$ cat src/rtl/wb_arbiter_n.sv
// N-master, single-slave Wishbone arbiter with fixed-priority or round-robin selection,
// whole-burst grant hold and a per-transfer ack watchdog.
module wb_arbiter_n #(
  parameter int unsigned NUM_MASTERS    = 2,
  parameter int unsigned SEL_W          = 3,
  parameter int unsigned RR_MODE        = 0,
  parameter int unsigned TIMEOUT_CYCLES = 255
) (
  input  logic                      wb_clk,
  input  logic                      wb_rst,
  input  logic [32*NUM_MASTERS-1:0] m_adr_i,
  input  logic [32*NUM_MASTERS-1:0] m_dat_i,
  input  logic [4*NUM_MASTERS-1:0]  m_sel_i,
  input  logic [NUM_MASTERS-1:0]    m_cyc_i,
  input  logic [NUM_MASTERS-1:0]    m_stb_i,
  input  logic [NUM_MASTERS-1:0]    m_we_i,
  output logic [31:0]               m_dat_o,
  output logic [NUM_MASTERS-1:0]    m_ack_o,
  output logic [NUM_MASTERS-1:0]    m_err_o,
  output logic [31:0]               s_adr_o,
  output logic [31:0]               s_dat_o,
  output logic [3:0]                s_sel_o,
  output logic                      s_cyc_o,
  output logic                      s_stb_o,
  output logic                      s_we_o,
  input  logic [31:0]               s_dat_i,
  input  logic                      s_ack_i,
  input  logic                      s_err_i,
  output logic [SEL_W-1:0]          mst_sel,
  output logic                      gnt_valid
);

  localparam int unsigned      CNT_W    = (TIMEOUT_CYCLES > 255) ? $clog2(TIMEOUT_CYCLES + 1) : 8;
  localparam logic [CNT_W-1:0] CNT_LAST = CNT_W'(TIMEOUT_CYCLES - 1);
  localparam logic [SEL_W-1:0] SEL_LAST = SEL_W'(NUM_MASTERS - 1);

  typedef enum logic {IDLE, BUSY} state_t;

  state_t           state, state_n;
  logic [SEL_W-1:0] last, last_n, sel_n, win;
  logic             gnt_n, found;
  logic [CNT_W-1:0] cnt, cnt_n;
  logic             fire_pend, fire_n, to_fire, to_kill, kill_n;
  logic             busy, stall;
  logic [31:0]      cur_adr, cur_dat;
  logic [3:0]       cur_sel;
  logic             cur_cyc, cur_stb, cur_we;
  int unsigned      cand;

  always_comb begin
    cur_adr = m_adr_i[31:0];
    cur_dat = m_dat_i[31:0];
    cur_sel = m_sel_i[3:0];
    cur_cyc = 1'b0;
    cur_stb = 1'b0;
    cur_we  = 1'b0;
    for (int unsigned k = 0; k < NUM_MASTERS; k++) begin
      if (mst_sel == SEL_W'(k)) begin
        cur_adr = m_adr_i[32*k +: 32];
        cur_dat = m_dat_i[32*k +: 32];
        cur_sel = m_sel_i[4*k +: 4];
        cur_cyc = m_cyc_i[k];
        cur_stb = m_stb_i[k];
        cur_we  = m_we_i[k];
      end
    end
  end

  // Candidate order starts after `last` in RR mode, at index 0 otherwise.
  always_comb begin
    found = 1'b0;
    win   = '0;
    cand  = 0;
    for (int unsigned i = 0; i < NUM_MASTERS; i++) begin
      cand = (RR_MODE != 0) ? (32'(last) + 1 + i) % NUM_MASTERS : i;
      for (int unsigned j = 0; j < NUM_MASTERS; j++) begin
        if (!found && j == cand && m_cyc_i[j]) begin
          found = 1'b1;
          win   = SEL_W'(j);
        end
      end
    end
  end

  assign busy    = (state == BUSY);
  assign to_fire = fire_pend & ~s_ack_i;
  assign s_cyc_o = busy & cur_cyc & ~to_kill;
  assign s_stb_o = busy & cur_stb & ~to_kill;
  assign s_we_o  = busy & cur_we;
  assign s_adr_o = busy ? cur_adr : m_adr_i[31:0];
  assign s_dat_o = busy ? cur_dat : m_dat_i[31:0];
  assign s_sel_o = busy ? cur_sel : m_sel_i[3:0];
  assign m_dat_o = s_dat_i;
  assign stall   = s_stb_o & ~s_ack_i & ~s_err_i;

  always_comb begin
    m_ack_o = '0;
    m_err_o = '0;
    for (int unsigned k = 0; k < NUM_MASTERS; k++) begin
      if (busy && mst_sel == SEL_W'(k)) begin
        m_ack_o[k] = s_ack_i;
        m_err_o[k] = s_err_i | to_fire;
      end
    end
  end

  always_comb begin
    state_n = state;
    sel_n   = mst_sel;
    gnt_n   = gnt_valid;
    last_n  = last;
    cnt_n   = cnt;
    fire_n  = 1'b0;
    kill_n  = to_kill;
    unique case (state)
      IDLE: begin
        cnt_n  = '0;
        kill_n = 1'b0;
        if (found) begin
          state_n = BUSY;
          sel_n   = win;
          gnt_n   = 1'b1;
          last_n  = win;
        end
      end
      BUSY: begin
        if (!cur_cyc) begin
          state_n = IDLE;
          gnt_n   = 1'b0;
          cnt_n   = '0;
          kill_n  = 1'b0;
        end else if (TIMEOUT_CYCLES != 0) begin
          // The fire cycle itself is not counted; a same-cycle ack cancels the kill.
          if (to_fire) begin
            kill_n = 1'b1;
            cnt_n  = '0;
          end else if (s_ack_i || s_err_i || fire_pend) begin
            cnt_n = '0;
          end else if (stall) begin
            if (cnt == CNT_LAST) begin
              fire_n = 1'b1;
              cnt_n  = '0;
            end else begin
              cnt_n = cnt + CNT_W'(1);
            end
          end
        end
      end
      default: state_n = IDLE;
    endcase
  end

  always_ff @(posedge wb_clk) begin
    if (wb_rst) begin
      state     <= IDLE;
      mst_sel   <= '0;
      gnt_valid <= 1'b0;
      last      <= SEL_LAST;
      cnt       <= '0;
      fire_pend <= 1'b0;
      to_kill   <= 1'b0;
    end else begin
      state     <= state_n;
      mst_sel   <= sel_n;
      gnt_valid <= gnt_n;
      last      <= last_n;
      cnt       <= cnt_n;
      fire_pend <= fire_n;
      to_kill   <= kill_n;
    end
  end

endmodule

$ cat config.mk
export PLATFORM = sky130hd
export DESIGN_NAME = wb_arbiter_n
export DESIGN_NICKNAME = d
export VERILOG_FILES = /design/src/rtl/wb_arbiter_n.sv
export SDC_FILE = /design/constraint.sdc
export NUM_CORES = 1
export LEC_CHECK = 0
export ABC_AREA = 1
export CAP_MARGIN = 20
export CORE_AREA = 2 2 112 114
export DETAILED_ROUTE_END_ITERATION = 8
export DIE_AREA = 0 0 114 116
export GPL_TIMING_DRIVEN = 1
export PLACE_DENSITY = 0.61
export SYNTH_ARGS = -nofsm -noshare
export SYNTH_HDL_FRONTEND = slang
export SYNTH_SLANG_ARGS = --single-unit
export TNS_END_PERCENT = 30
$ cat constraint.sdc
create_clock -name wb_clk -period 1.24 [get_ports wb_clk]
set_input_delay 0.124 -clock wb_clk [delete_from_list [all_inputs] [get_ports wb_clk]]
set_output_delay 0.124 -clock wb_clk [all_outputs]
set_load 0.02 [all_outputs]
Word-level counts from Yosys, hierarchy flattened --
Cells that the tools add are included.
Storage, ports and cells: register bits 15
Operators by class: muxes and demuxes 35, reduce and logical (&&, ||, !) cells 10, bitwise logic cells 15, equal/unequal tests 6, $add $sub $neg 1
Operators by type and width (count):
- 2-to-1 mux 32 bit | 4
- 2-to-1 mux 8 bit | 5
- 2-to-1 mux 1 bit | 20
- one-hot mux 8 bit (2 select lines) | 1
- adder 8 x 1 -> 8 bit (second input constant) | 1
- bitwise AND 1 bit | 8
- equality test 8 bit (second input constant) | 1
- 2-to-1 mux 4 bit | 2
- NOT 1 bit | 6
- one-hot mux 1 bit (2 select lines) | 3
- OR reduction 6 bit | 1
- inequality test 5 x 4 -> 1 bit (second input constant) | 1
- inequality test 2 bit (second input constant) | 2
- AND reduction 2 bit | 2
- equality test 3 x 1 -> 1 bit (second input constant) | 1
- logical AND 1 bit | 3
- logical NOT 3 bit | 1
- inequality test 3 bit (second input constant) | 1
- logical OR 1 bit | 2
- logical NOT 1 bit | 1
- bitwise OR 1 bit | 1

Logic depth before layout (Yosys ltp) --
Gate-level depths: netlist of run 1.
depth after elaboration 12, gate-level depth with buffers 10, depth with buffers taken out 9

Worst setup path after synthesis of run 1 --
OpenSTA, ideal clock, no wires.
kind register to output, start point reg mst_sel[0], end point out s_dat_o[24], setup slack -0.205 ns, required time 1.116 ns, stages on the path, launching flop included 7, arrival time 1.321 ns, cell sequence dfxtp_1 -> nand2_1 -> inv_2 -> buf_4 -> buf_4 -> nand2_1 -> nand2_1
Between the ends: longest elaborated chain between the ends 3
RTL lines:
- start: declaration | RTL line 29 | output logic [SEL_W-1:0] mst_sel,
- start signal: assignment | RTL line 164 | mst_sel <= sel_n;
- equality test 3 x 1 -> 1 bit | RTL line 58 | if (mst_sel == SEL_W'(k)) begin
- 2-to-1 mux 32 bit | RTL line 58
- 2-to-1 mux 32 bit | RTL line 91 | assign s_dat_o = busy ? cur_dat : m_dat_i[31:0];
- end: declaration | RTL line 21 | output logic [31:0] s_dat_o,
No other way between the ends.

Worst setup path in the final report of run 1 --
start point reg mst_sel[0], end point out s_dat_o[13]
Same word-level chain as after synthesis.

==> metrics, run 1 <==
power share of the combinational group=61.8%; initial antenna violation count=0; fraction of power spent switching nets=33.9%; min setup slack post-route=-0.183 ns; Hold Path Class=input pin to output pin; die extent in y=116 um; area share of xor/xnor cells in the synthesized design=0%; final period utilization=115%; time the worst path needs with I/O delays and setup=1.42 ns; area delta synth->final=157%; fraction of post-synthesis cell area in the top cell type by area=46.9%; cell area after layout=4760 um2; clock root buffer=sky130_fd_sc_hd__clkbuf_16; worst ir drop on vdd=0.648 mV; Synth Area in Compound Gates=4.11%; post-synthesis cell type count=26; die width=114 um; TritonCTS clock tree=done; # hold bufs at CTS=0; total via count in the routed design=2980; cell type with the highest occurrence count on the critical path=sky130_fd_sc_hd__nand2_1; maximum fanout along the worst path=12; number of placed I/O pins=289; n_diodes=0; post-synthesis cell type with the largest combined area=sky130_fd_sc_hd__nand2_1; routed wirelength normalized by instance count=15.4 um; initial core utilization=15.6%; yosys warns=0; P_sw=935 uW; Overflow after GRT=0; final hold violation count=0; number of global-route vias before repair=2908; CTS buffer count=3; Detailed Routing Iterations Pass 1=4; busiest layer in global routing=met2; Arrival @ worst endpoint=1.30 ns; global-route wire length before repair=15.2 mm; Crit path largest cell delay=0.37 ns; quantity of I/O buffers inserted on ports=222; Final Max Slew Viols=0; fraction of layout cells with a size suffix above 1=30.9%; Total Die Area=13200 um2; largest net degree at the start of global routing=19; H-tree Lvls=1; main combinational cell family by area after synthesis=simple AND/OR/NAND/NOR gates; ranking of synthesized cells by area=sky130_fd_sc_hd__nand2_1 47%, sky130_fd_sc_hd__buf_4 15%, sky130_fd_sc_hd__dfxtp_1 14%, sky130_fd_sc_hd__inv_1 3.8%, sky130_fd_sc_hd__nor2_1 3.4%; clk_skew=0.00467 ns; area fraction in and, or, nand and nor cells after synthesis=57.5%; post-layout utilization of the core=40.0%; Longest Clk Path Bufs=2; violated checks=setup timing; Clock power frac=22.2%; worst skew pair latency=0.24 ns; placed cell areas=4140 um2; met2 track demand over resource in global routing=26.2%; max capacitance violation total=0; met3 GRT Util=5.07%; DRC violation count after routing=0; average cell area after synthesis=5.04 um2; sum of net half-perimeters after detailed placement=7.67 mm; routed via count divided by cell count=4.12; final cell count without fillers=723; internal power contribution=1.82 mW; type of element capturing the critical path=output pin; power per cell area=578 nW/um2; crit start category=flip-flop; cells along the critical path=nand2_8 > inv_16 > buf_16 > nand2_1 > nand2_1 > buf_6; share of cell area taken by muxes after synthesis=0%; NumNets Final=757; total wirelength of the detailed-routed design=11.1 mm; unrepaired setup endpoints after global routing=yes; All-Layer GR Usage=14.7%; share of synthesized cell area in full adder, half adder and majority cells=1.35%; crit path max-delay cell type=sky130_fd_sc_hd__dfxtp_4; most common cell after layout, fill and taps aside=sky130_fd_sc_hd__nand2_1; Inst Count DP=707; antenna viol nets, final=0; GR met1 Demand/Resource=17.4%; status=complete, but fails checks; number of filler cells placed in the layout=1235; number of clock sinks=13; required time of the critical path=1.12 ns; top library cells by usage in the layout, fill and taps aside=186 x sky130_fd_sc_hd__nand2_1, 145 x sky130_fd_sc_hd__clkdlybuf4s50_1, 77 x sky130_fd_sc_hd__buf_6; clock input transition at the sequential cells of the worst setup and hold paths=0.04 ns; Max Clock Freq=703 MHz; Total Power Consumption=2.76 mW; DR iter-0 viols=126; global placement routability congestion=0.785; type of the setup path with the least slack=flip-flop to output pin; synthesized instance count=368; number of core rows=40; synthesized cell area=1860 um2; post-synthesis sequential area ratio=14.0%; Setup Viol. Count Final=82; fraction of power consumed by sequential logic=16.0%; Floorplan Core Area=11900 um2; Seq cells post-synth=13; leakage power of the design=2.24 nW
cell usage after synthesis (all sizes together):
| library cell | number |
|---|---|
| a211oi | 2 |
| a21oi | 8 |
| a221oi | 1 |
| buf | 46 |
| clkbuf | 4 |
| conb | 1 |
| dfxtp | 13 |
| ha | 2 |
| inv | 22 |
| nand2 | 234 |
| nand3 | 9 |
| nand3b | 1 |
| nand4 | 1 |
| nor2 | 19 |
| nor3 | 2 |
| nor4 | 1 |
| o21a | 1 |
| o21ai | 1 |
registers in the layout, indices dropped and copies added (netlist names):
register,flops
gnt_valid,1
fire_pend,1
to_kill,1
cnt,8
mst_sel,1
busy,1
per-layer routing:
metal	routed length [um]	part of all wire [%]	up-vias
met5	0	0	-
met4	75	0.68	0
met3	1240	11	10
met2	5540	50	170
met1	4240	38	1313
li1	-	-	1487
cells by family (layout without fill, tap and decap cells):
group,Yosys count,count (layout)
and+or+nand+nor,267,267
buffers and inverters,72,279
AOI/OAI and AO/OA,13,13
DFF,13,13
adders and majority gates,2,2
other,1,2
worst max-delay path, delay by kind of cell, from the launching register on:
family	cells	cell delay, ns
buffers and inverters	3	0.39
flip-flops	1	0.37
AND/OR/NAND/NOR	3	0.28
stage by stage:
| step | setup TNS (ns) | hold slack [ns] | setup slack (ns) |
|---|---|---|---|
| 5_1_grt | -14.96 | 0.248 | -0.269 |
| 4_1_cts | -15.03 | 0.248 | -0.258 |
| 6_report | -10.29 | 0.248 | -0.183 |
| 3_5_place_dp | -32.01 | 0.248 | -0.518 |
| 3_3_place_gp | -31.30 | 0.248 | -0.524 |
| 2_1_floorplan | 0 | 0.193 | 0.0136 |
timing repair:
item | CTS | global route
pin swaps | 2 | 28
gates resized for setup | 466 | 52
endpoints found under the setup margin | 85 | 85
buffers inserted | 4 | 4
cloned | 7 | 2
power groups by stage:
| stage | combinational (mW) | clock, mW | sequential, mW |
|---|---|---|---|
| finish | 1.70 | 0.613 | 0.440 |
| detailed placement | 1.49 | 0 | 0.442 |
| global placement | 1.48 | 0 | 0.442 |
| global route | 1.80 | 0.644 | 0.440 |
| CTS | 1.67 | 0.627 | 0.439 |
| floorplan | 0.686 | 0 | 0.449 |
layout make-up:
class | count | area [um2] | area share, %
tap | 147 | 184 | 3.86
clock inverter | 1 | 5.00 | 0.105
inverter | 22 | 104 | 2.18
sequential | 13 | 268 | 5.62
multi-input combinational | 284 | 1390 | 29.1
timing repair buffer | 253 | 2740 | 57.6
clock buffer | 3 | 75.1 | 1.58
path summary, 6_finish.rpt:
check        slack (ns)                    start  depth (start not counted)                endpoint
max               -0.18  mst_sel[0]$_SDFFE_PP0P_                          6             s_dat_o[13]
min                0.25              s_dat_i[24]                          0             m_dat_o[24]
max reg2reg       -0.16  mst_sel[0]$_SDFFE_PP0P_                         11     cnt[5]$_SDFFE_PP0P_
min reg2reg        0.49   gnt_valid$_SDFFE_PP0P_                          2  gnt_valid$_SDFFE_PP0P_
Power figures use the tool's default switching activity.
==> run 2, diff against run 1 <==
--- a/config.mk
+++ b/config.mk
@@ -11,7 +11,7 @@
 export DETAILED_ROUTE_END_ITERATION = 8
 export DIE_AREA = 0 0 114 116
 export GPL_TIMING_DRIVEN = 1
-export PLACE_DENSITY = 0.61
+export PLACE_DENSITY_LB_ADDON = 0.05
 export SYNTH_ARGS = -nofsm -noshare
 export SYNTH_HDL_FRONTEND = slang
 export SYNTH_SLANG_ARGS = --single-unit
==> run 2 against run 1 <==
Net effect: the run still ends with setup timing left; count of clock-buffer cells in the layout grew 1; combinational power grew 6%; critical path type unchanged; first-iteration DRC count shrank 30%; die area is the same; sequential power is essentially flat; clock power shrank 2%; maximum frequency shrank 2.0%; routed wire length grew 6.1%.
==> metrics, run 2 (synthesized netlist as in run 1, its figures left out) <==
Total Power Consumption=2.84 mW (+3.1%); worst ir drop on vdd=0.674 mV (+3.9%); CTS buffer count=3 (unchanged); number of core rows=40 (unchanged); NumNets Final=768 (+1.5%); top library cells by usage in the layout, fill and taps aside=145 x sky130_fd_sc_hd__clkdlybuf4s50_1, 129 x sky130_fd_sc_hd__nand2_1, 85 x sky130_fd_sc_hd__nand2_2; global placement routability congestion=0.739 (-5.8%); sum of net half-perimeters after detailed placement=9.20 mm (+20%); time the worst path needs with I/O delays and setup=1.45 ns (+0.0287 ns); Detailed Routing Iterations Pass 1=4 (unchanged); antenna viol nets, final=0 (unchanged); final period utilization=117% (+2.3 points); global-route wire length before repair=15.0 mm (-0.91%); fraction of layout cells with a size suffix above 1=41.2% (+10 points); initial antenna violation count=0 (unchanged); register ranked first by flip-flop count=cnt; power per cell area=555 nW/um2 (-4.1%); maximum fanout along the worst path=7 (-5); Total Die Area=13200 um2 (unchanged); final hold violation count=0 (unchanged); Setup Viol. Count Final=83 (+1.2%); max capacitance violation total=0 (unchanged); total via count in the routed design=2940 (-1.3%); required time of the critical path=1.12 ns (about the same); routed wirelength normalized by instance count=16.0 um (+4.5%); unrepaired setup endpoints after global routing=yes; violated checks=setup timing; n_diodes=0 (unchanged); initial core utilization=15.6% (unchanged); H-tree Lvls=1 (unchanged); DR iter-0 viols=88 (-30%); most common cell after layout, fill and taps aside=sky130_fd_sc_hd__clkdlybuf4s50_1; Floorplan Core Area=11900 um2 (unchanged); Arrival @ worst endpoint=1.33 ns (+0.03 ns); TritonCTS clock tree=done; number of flip-flops in the largest register=8 (unchanged); status=complete, but fails checks; # hold bufs at CTS=0 (unchanged); largest net degree at the start of global routing=20 (+1); area delta synth->final=176%; leakage power of the design=2.44 nW (+9.2%); clk_skew=0.00303 ns (-0.00164 ns); die extent in y=116 um (unchanged); min setup slack post-route=-0.212 ns (-0.0287 ns); post-placement worst setup slack=-0.428 ns (+0.0894 ns); type of the setup path with the least slack=flip-flop to output pin; Inst Count DP=716 (+1.3%); Hold Path Class=input pin to output pin; routed via count divided by cell count=4.01 (-2.8%); clock root buffer=sky130_fd_sc_hd__clkbuf_16; number of placed I/O pins=289 (unchanged); Longest Clk Path Bufs=2 (unchanged); All-Layer GR Usage=14.8% (+0.15 points); Final Max Slew Viols=0 (unchanged); crit start category=flip-flop; Max Clock Freq=689 MHz (-2.0%); Overflow after GRT=0 (unchanged); DRC violation count after routing=0 (unchanged); die width=114 um (unchanged); final cell count without fillers=734 (+1.5%); quantity of I/O buffers inserted on ports=222 (unchanged); number of global-route vias before repair=2647 (-9.0%); number of clock sinks=13 (unchanged); type of element capturing the critical path=output pin; total wirelength of the detailed-routed design=11.8 mm (+6.1%); clock input transition at the sequential cells of the worst setup and hold paths=0.04 ns (about the same); worst skew pair latency=0.24 ns (about the same)
==> run 2: changes by cell type in the layout (fill, tap and decap cells not counted), moves of 2 or more <==
cell,change
sky130_fd_sc_hd__nand2_1,-57
sky130_fd_sc_hd__nand2_2,+42
sky130_fd_sc_hd__nand2_4,+15
sky130_fd_sc_hd__buf_4,+6
sky130_fd_sc_hd__clkbuf_16,+4
sky130_fd_sc_hd__buf_8,+3
sky130_fd_sc_hd__a21oi_1,+2
sky130_fd_sc_hd__buf_6,-2
sky130_fd_sc_hd__nor2_1,+2
sky130_fd_sc_hd__nor2_4,-2
==> run 2: final cells by class <==
| type | instances | area, um2 |
|---|---|---|
| inverters | 22 | 100 |
| fillers | 1251 | 6790 |
| flip-flops and latches | 13 | 268 |
| clock buffers | 4 | 78.8 |
| multi-input cells | 284 | 1580 |
| well taps | 147 | 184 |
| repair buffers | 264 | 2910 |
==> run 2: critical path, stage by stage (launching register included) <==
cell	delay [ns]
sky130_fd_sc_hd__dfxtp_4	0.35
sky130_fd_sc_hd__nand2_8	0.10
sky130_fd_sc_hd__clkinv_8	0.10
sky130_fd_sc_hd__buf_12	0.16
sky130_fd_sc_hd__buf_12	0.14
sky130_fd_sc_hd__nand2_4	0.05
sky130_fd_sc_hd__nand2_2	0.05
sky130_fd_sc_hd__buf_6	0.12
==> run 2: worst paths after layout <==
kind,start,to,slack (ns),cells past startpoint
setup / recovery,busy$_SDFF_PP0_,s_dat_o[11],-0.21,7
hold / removal,s_dat_i[20],m_dat_o[20],0.25,0
hold reg to reg,gnt_valid$_SDFFE_PP0P_,gnt_valid$_SDFFE_PP0P_,0.46,2
setup reg to reg,mst_sel[0]$_SDFFE_PP0P_,cnt[1]$_SDFFE_PP0P_,-0.19,9
==> run 2: per-layer routing <==
| metal | track usage, % | part of all wire [%] |
|---|---|---|
| met1 | 16.3 | 37 |
| met3 | 4.24 | 8.3 |
| met5 | 0 | 0 |
| met2 | 29.0 | 54 |
| met4 | 1.54 | 0.95 |
==> run 2: timing repair <==
action | in CTS | in global routing
setup endpoints to repair | 86 | 84
pin swaps | 22 | 36
gates resized for setup | 427 | 120
setup buffers | 1 | 5
cloned | 2 | 6
==> run 2: stage by stage <==
stage / setup TNS, ns / utilization, % / hold slack [ns] / instance area (um2)
after floorplan: 0 / - / 0.193 / 1890
after global placement: -26.51 / 35.5 / 0.248 / 4230
after detailed placement: -27.18 / 35.5 / 0.248 / 4230
after CTS: -11.24 / 38.2 / 0.248 / 4550
after global routing: -15.80 / 43.0 / 0.248 / 5120
final: -10.73 / 43.0 / 0.248 / 5120
==> run 2: power by group <==
group          switching [mW]  leakage (nW)  total [mW]  internal (mW)
clock                   0.169        0.0382       0.602          0.433
combinational           0.784          2.30        1.80           1.02
sequential             0.0104         0.107       0.439          0.428
